==> src/rtl/psum_accumulator.sv <==
// Accumulates per-lane MAC tile results over k_len beats, then presents the
// saturated partial sums with latched scale/bias to the ppu and holds until ppu_done.
module psum_accumulator #(
  parameter int unsigned LANES  = 16,
  parameter int unsigned ACC_W  = 24,
  parameter int unsigned KLEN_W = 8
) (
  input  logic                   clk,
  input  logic                   rst_n,
  input  logic                   start,
  input  logic [KLEN_W-1:0]      k_len,
  input  logic [7:0]             scale_in,
  input  logic [7:0]             bias_in,
  input  logic                   mac_valid,
  output logic                   mac_ready,
  input  logic [LANES*ACC_W-1:0] mac_data,
  input  logic                   ppu_done,
  output logic [LANES*ACC_W-1:0] partial_sum,
  output logic [7:0]             scale,
  output logic [7:0]             bias,
  output logic                   psum_valid,
  output logic                   busy,
  output logic                   ovf
);

  localparam int unsigned DATA_W = LANES * ACC_W;

  typedef enum logic [1:0] {
    S_IDLE  = 2'd0,
    S_ACCUM = 2'd1,
    S_EMIT  = 2'd2,
    S_WAIT  = 2'd3
  } state_e;

  state_e              state_q, state_d;
  logic [KLEN_W-1:0]   cnt_q, cnt_d;
  logic [KLEN_W-1:0]   klen_q, klen_d;
  logic [DATA_W-1:0]   psum_q, psum_d;
  logic [7:0]          scale_q, scale_d;
  logic [7:0]          bias_q, bias_d;
  logic                psum_valid_q, psum_valid_d;
  logic                mac_ready_q, mac_ready_d;
  logic                busy_q, busy_d;
  logic                ovf_q, ovf_d;

  logic [ACC_W:0]      lane_sum [LANES];
  logic [DATA_W-1:0]   lane_sat;
  logic [LANES-1:0]    lane_carry;
  logic [KLEN_W-1:0]   cnt_inc;
  logic                beat;

  assign beat    = mac_valid & mac_ready_q;
  assign cnt_inc = cnt_q + KLEN_W'(1);

  // Per-lane add with one guard bit; a carry clamps the lane to all-ones.
  always_comb begin
    lane_sat   = '0;
    lane_carry = '0;
    for (int unsigned i = 0; i < LANES; i++) begin
      lane_sum[i] = {1'b0, psum_q[i*ACC_W +: ACC_W]} + {1'b0, mac_data[i*ACC_W +: ACC_W]};
      lane_carry[i] = lane_sum[i][ACC_W];
      lane_sat[i*ACC_W +: ACC_W] = lane_sum[i][ACC_W] ? {ACC_W{1'b1}} : lane_sum[i][ACC_W-1:0];
    end
  end

  // Next-state and registered-output logic.
  always_comb begin
    state_d      = state_q;
    cnt_d        = cnt_q;
    klen_d       = klen_q;
    psum_d       = psum_q;
    scale_d      = scale_q;
    bias_d       = bias_q;
    psum_valid_d = 1'b0;
    mac_ready_d  = mac_ready_q;
    busy_d       = busy_q;
    ovf_d        = ovf_q;

    case (state_q)
      S_IDLE: begin
        if (start && (k_len != '0)) begin
          klen_d      = k_len;
          scale_d     = scale_in;
          bias_d      = bias_in;
          psum_d      = '0;
          cnt_d       = '0;
          ovf_d       = 1'b0;
          mac_ready_d = 1'b1;
          busy_d      = 1'b1;
          state_d     = S_ACCUM;
        end
      end
      S_ACCUM: begin
        if (beat) begin
          psum_d = lane_sat;
          ovf_d  = ovf_q | (|lane_carry);
          cnt_d  = cnt_inc;
          if (cnt_inc == klen_q) begin
            mac_ready_d  = 1'b0;
            psum_valid_d = 1'b1;
            state_d      = S_EMIT;
          end
        end
      end
      S_EMIT: begin
        state_d = S_WAIT;
      end
      S_WAIT: begin
        if (ppu_done) begin
          busy_d  = 1'b0;
          state_d = S_IDLE;
        end
      end
      default: begin
        state_d     = S_IDLE;
        mac_ready_d = 1'b0;
        busy_d      = 1'b0;
      end
    endcase
  end

  always_ff @(posedge clk or negedge rst_n) begin
    if (!rst_n) begin
      state_q      <= S_IDLE;
      cnt_q        <= '0;
      klen_q       <= '0;
      psum_q       <= '0;
      scale_q      <= '0;
      bias_q       <= '0;
      psum_valid_q <= 1'b0;
      mac_ready_q  <= 1'b0;
      busy_q       <= 1'b0;
      ovf_q        <= 1'b0;
    end else begin
      state_q      <= state_d;
      cnt_q        <= cnt_d;
      klen_q       <= klen_d;
      psum_q       <= psum_d;
      scale_q      <= scale_d;
      bias_q       <= bias_d;
      psum_valid_q <= psum_valid_d;
      mac_ready_q  <= mac_ready_d;
      busy_q       <= busy_d;
      ovf_q        <= ovf_d;
    end
  end

  assign partial_sum = psum_q;
  assign scale       = scale_q;
  assign bias        = bias_q;
  assign psum_valid  = psum_valid_q;
  assign mac_ready   = mac_ready_q;
  assign busy        = busy_q;
  assign ovf         = ovf_q;

endmodule

==> config.mk <==
export PLATFORM = sky130hd
export DESIGN_NAME = psum_accumulator
export DESIGN_NICKNAME = d
export VERILOG_FILES = /design/src/rtl/psum_accumulator.sv
export SDC_FILE = /design/constraint.sdc
export NUM_CORES = 2
export LEC_CHECK = 0
export BUFFER_PORTS_ARGS = -buffer_cell sky130_fd_sc_hd__clkbuf_2
export CAP_MARGIN = 20
export CORE_AREA = 5 5 316 318
export CTS_CLUSTER_DIAMETER = 50
export DETAILED_ROUTE_END_ITERATION = 12
export DIE_AREA = 0 0 321 323
export GPL_TIMING_DRIVEN = 0
export PLACE_DENSITY = 0.58
export RECOVER_POWER = 25
export SYNTH_ARGS = -nofsm -noshare
export SYNTH_HDL_FRONTEND = slang
export SYNTH_SLANG_ARGS = --single-unit
export TNS_END_PERCENT = 50
==> constraint.sdc <==
create_clock -name clk -period 7.4 [get_ports clk]
set_clock_uncertainty 0.05 [all_clocks]
set_input_delay 1.11 -clock clk [delete_from_list [all_inputs] [get_ports clk]]
set_output_delay 1.11 -clock clk [all_outputs]
set_load 0.02 [all_outputs]
## After elaboration in Yosys (flattened, before gate mapping)

Index checks and enable logic that the tools add are counted.
W data, S select, Z words.

- Flip-flop bits (word level): 422
- Output and inout bits: 404
- Logic and storage cells: 87

- Add/sub/neg operators: 17
- Equality and inequality tests: 8
- Multiplexer cells: 39
- Bitwise logic cells: 2
- Reductions and logical operators: 11

Operator list:

| cell | count |
|---|---|
| $mux W384 | 2 |
| $pmux W384 S2 | 1 |
| $add A24 B24 Y25 | 16 |
| $mux W24 | 16 |
| $mux W8 | 2 |
| $pmux W8 S2 | 1 |
| $reduce_or A16 Y1 | 1 |
| $mux W1 | 9 |
| $add A8 B1 Y8 const B | 1 |
| $eq A8 B8 Y1 | 1 |
| $mux W2 | 4 |
| $ne A2 B2 Y1 const B | 4 |
| $pmux W2 S4 | 1 |
| $reduce_and A4 Y1 | 2 |
| $reduce_bool A8 Y1 | 1 |
| $pmux W1 S2 | 3 |
| $reduce_and A3 Y1 | 2 |
| $eq A2 B2 Y1 const B | 2 |
| $reduce_bool A2 Y1 | 2 |
| $eq A2 B1 Y1 const B | 1 |
| $logic_not A2 Y1 | 1 |
| $reduce_and A2 Y1 | 1 |
| $and A1 B1 Y1 | 1 |
| $logic_and A1 B1 Y1 | 1 |
| $or A1 B1 Y1 | 1 |

## Logic depth before layout (Yosys ltp)

- Word-level depth: 5
- Mapped depth: 13

## Least setup slack after synthesis

OpenSTA, ideal clock, no wires.

- Kind: input to register
- From: input mac_data[360]
- To: register psum_q[374], in the netlist partial_sum[374]
- Setup time: 120 ps
- Data arrival time: 4,062 ps
- Data required time: 7,230 ps
- Path slack: 3,167 ps
- Stages on the path: 12
- Buffers on the path: 1
- Path through: ha_1 fa_1 a211o_1 a2111oi_0 o211ai_1 a31oi_1 o21ai_1 a41o_1 o41a_1 clkbuf_1 o21ai_0 nand2_1

- Longest elaborated chain between the ends: 4

RTL lines:

| item | line | source |
|---|---|---|
| from (decl) | 16 | `input logic [LANES*ACC_W-1:0] mac_data,` |
| $add A24 B24 Y25 | 60 | `lane_sum[i] = {1'b0, psum_q[i*ACC_W +: ACC_W]} + {1'b0, mac_data[i*ACC_W +: ACC_W]};` |
| $mux W24 | 62 | `lane_sat[i*ACC_W +: ACC_W] = lane_sum[i][ACC_W] ? {ACC_W{1'b1}} : lane_sum[i][ACC_W-1:0];` |
| $mux W384 | 94 | `if (beat) begin` |
| $pmux W384 S2 | 79 | `case (state_q)` |
| to (signal assigned) | 138 | `psum_q <= psum_d;` |
| to (decl) | 38 | `logic [DATA_W-1:0] psum_q, psum_d;` |

Every way passes these cells. The select of a mux whose other input is x is not followed.
A chain may end at the register's enable or synchronous reset.

==> impl_metrics.toml <==
[outcome]
outcome = "finished, violations left"
violations = "capacitance limit, slew limit"

[sta]
setup-tns-final_ns = 0
slew_headroom = -1.66
min_period_ns = 5.49
report.final.slew_viol_count = 134
rsz0062_at_grt = "no"
hold_viol = 0
fmax_ghz = 0.182
setup_viol = 0
fin_crit_sh = 0.742
tightest_slew_ns = 3.98

[clocking]
cts_resized = 0
cts_tree = "built"
root_buffer = "clkbuf_16"
cts_setup_buffers = 0
numCtsBuffers = 85
htree_levels = 3
clockBufferDepth = 3
clock-sinks = 422
hold_buffers = 0
clkTransAtPathRegs_ns = 0.05
insertion_delay_ns = 0.66

[layout]
drive_above_1_share = 0.207
nets = 5836
syn_to_final_growth_pct = 26.8

[die]
placementRows = 114
die_height_um = 323
start_util = 0.351
ios = 817
dieArea_um2 = 104000
core_area_um2 = 96300
die_x_um = 321

[logic_synthesis]
yosysUniqueCellTypes = 77
synth-edff-count = 0
synth-adder-area-share = 0.154
synth_area_leaders = "dfrtp_1 (31%), ha_1 (14%), o21ai_0 (9.4%), nand2_1 (8.6%), xnor2_1 (5.4%)"
synthArstFlopShare = 1.00
synthSimpleGateAreaFrac = 0.163
synth_area_per_cell_um2 = 8.25
yosys_warnings = 0
synth.top_cell.area_share = 0.313
synth_fp_nets = 4913
synth_xor_area_frac = 0.0848
synth-seq-area-share = 0.313
ys_seq_elements = 422
ys.flop_type = "dfrtp_1"
netlist_instances = 4094
synth-compound-area-share = 0.253
synth_top_family_by_area = "compound AO/OA/AOI/OAI gates"
syn-cell-area_um2 = 33800
yosys-mux-area-fraction = 0.00989
synth_area_leader_cell = "dfrtp_1"

[setup_path]
r2r_slack_ns = 2.61
reg2reg_to = "partial_sum[238]$_DFFE_PN0P_"
crit_family = "buffers and inverters"
r2r-start = "state_q[1]$_DFFE_PN0P_"
start_kind = "primary input"
path_class = "primary input to asynchronous set/reset pin"
cp_slowest_stage_delay_ns = 2.73
worst-r2r-cell-count = 13
required_ns = 7.69
crit_chain = "clkbuf_1 > clkbuf_2"
cp_num_buf_inv = 2
worst_ep_arrival_time_ns = 5.78
end_kind = "asynchronous set/reset pin"
slowest_stage = "clkbuf_1"
crit_path_max_fanout = 71

[power_and_ir_drop]
p_total_uw = 20600
p_per_area_nw_per_um2 = 481
clockPowerShare = 0.192
ir_worst_vdd_v = 0.000228
p_int_uw = 10300
seqPwrFrac = 0.206
comb_power_share = 0.602
p_sw_frac = 0.501
p_sw_uw = 10300
leakagePower_uw = 0.0226

[place]
io_buffers = 816
dp_hpwl_mm = 113
routabilityCongestion = 0.922

[global_routing]
globalRouteOverflowTotal = 0
grt_max_degree = 100
grt_first_pass_wirelength_mm = 206
grt.total_usage = 0.257
grt_pass1_vias = 32933
antenna_found_initial = 40

[worst_hold_path]
min_delay_path_depth = 2
worstHoldStart = "partial_sum[369]$_DFFE_PN0P_"
min_to = "partial_sum[369]$_DFFE_PN0P_"
hp-class = "flop to flop"

[detailed_routing]
ant_nets = 0
wirelength_mm = 140
drt_pre_antenna_iters = 5
post-route-drc-count = 0
drt_iter0_markers = 2185
post_drt_wl_per_cell_um = 21.8
post_drt_via_cell_ratio = 5.34
dr_total_vias = 34158

[job]
max-cap-violations = 2
==> cells by family after synthesis <==
group | after synthesis
DFF | 422
muxes | 30
and+or+nand+nor | 1275
xor gates and xnor gates | 327
buffers and inverters | 205
AOI/OAI and AO/OA | 1429
adders and majority gates | 406
==> per-layer routing <==
layer / vias to the layer above / part of all wire / global-route usage
met3: 262 / 0.072 / 0.0630
met1: 16122 / 0.42 / 0.325
li1: 16692 / - / -
met4: 14 / 0.042 / 0.109
met5: - / 0.00068 / 0
met2: 1068 / 0.47 / 0.420
==> Yosys cell counts (13+ instances only) <==
cell and instances:
a211o_1 13, a211oi_1 39, a21o_1 142, a21oi_1 309, a31o_2 14, a31oi_1 28
and3_1 22, clkbuf_1 136, dfrtp_1 422, fa_1 16, ha_1 390, inv_1 62
mux2_2 27, nand2_1 771, nand2b_1 46, nand3_1 61, nand4_1 18, nor2_1 185
nor2b_1 27, nor3_1 61, o211ai_1 29, o21a_1 49, o21ai_0 635, o21bai_1 46
or2_2 13, or3_1 19, xnor2_1 207, xor2_1 120
==> power by group through the flow <==
stage | clock (uW) | combinational (uW) | sequential (uW)
CTS | 4050 | 12400 | 4230
detailed placement | 0 | 12400 | 4250
finish | 3970 | 12400 | 4240
floorplan | 0 | 7180 | 5080
global route | 4160 | 13700 | 4360
global placement | 0 | 12200 | 4240
==> how the worst max path moves through the flow <==
stage,from,to,slack (ns),cells after the start
after floorplan,mac_data[360],partial_sum[374]$_DFFE_PN0P_,3.17,12
after global placement,rst_n,partial_sum[150]$_DFFE_PN0P_,-5.61,1
after detailed placement,k_len[1],partial_sum[238]$_DFFE_PN0P_,1.30,12
after CTS,k_len[1],partial_sum[238]$_DFFE_PN0P_,2.01,12
after global routing,rst_n,partial_sum[174]$_DFFE_PN0P_,0.99,2
final,rst_n,partial_sum[162]$_DFFE_PN0P_,1.91,2
==> cell usage in the layout, fill, tap and decap left out, types with 61 or more instances in the layout <==
cell and instances:
xor2_1 120, inv_1 62, xnor2_1 207, clkbuf_16 88, a21o_1 142, nor2_1 184
clkbuf_2 816, dfrtp_1 422, ha_1 390, clkbuf_1 147, nand2_1 771, nor3_1 61
nand3_1 61, o21ai_0 635, a21oi_1 308
==> cell type report <==
type | count | area [um^2]
clock inverter | 51 | 561
clock buffer | 107 | 2360
buffer | 143 | 538
sequential | 422 | 10600
multi-input combinational | 3467 | 22500
timing repair buffer | 836 | 4450
antenna | 28 | 70.1
inverter | 62 | 233
fill | 9751 | 53400
tap | 1276 | 1600
==> sequential cells by signal, summed over array words and instances, names as in the netlist <==
| name | flops |
|---|---|
| state_q | 2 |
| ovf | 1 |
| cnt_q | 8 |
| scale | 8 |
| mac_ready | 1 |
| psum_valid | 1 |
| busy | 1 |
| bias | 8 |
| partial_sum | 384 |
| klen_q | 8 |
==> per-stage QoR <==
step           hold slack, ns   util  area (um^2)  std cells  worst slack [ns]
6_report                0.444  0.445        42800       6392              1.91
3_3_place_gp            0.433  0.410        39500       6186             -5.61
4_1_cts                 0.388  0.444        42800       6361              2.01
5_1_grt                 0.463  0.445        42800       6383             0.989
3_5_place_dp            0.437  0.414        39800       6203              1.30
2_1_floorplan           0.416      -        33800       4094              3.17
Note: power is estimated with default switching activity, not from simulation.
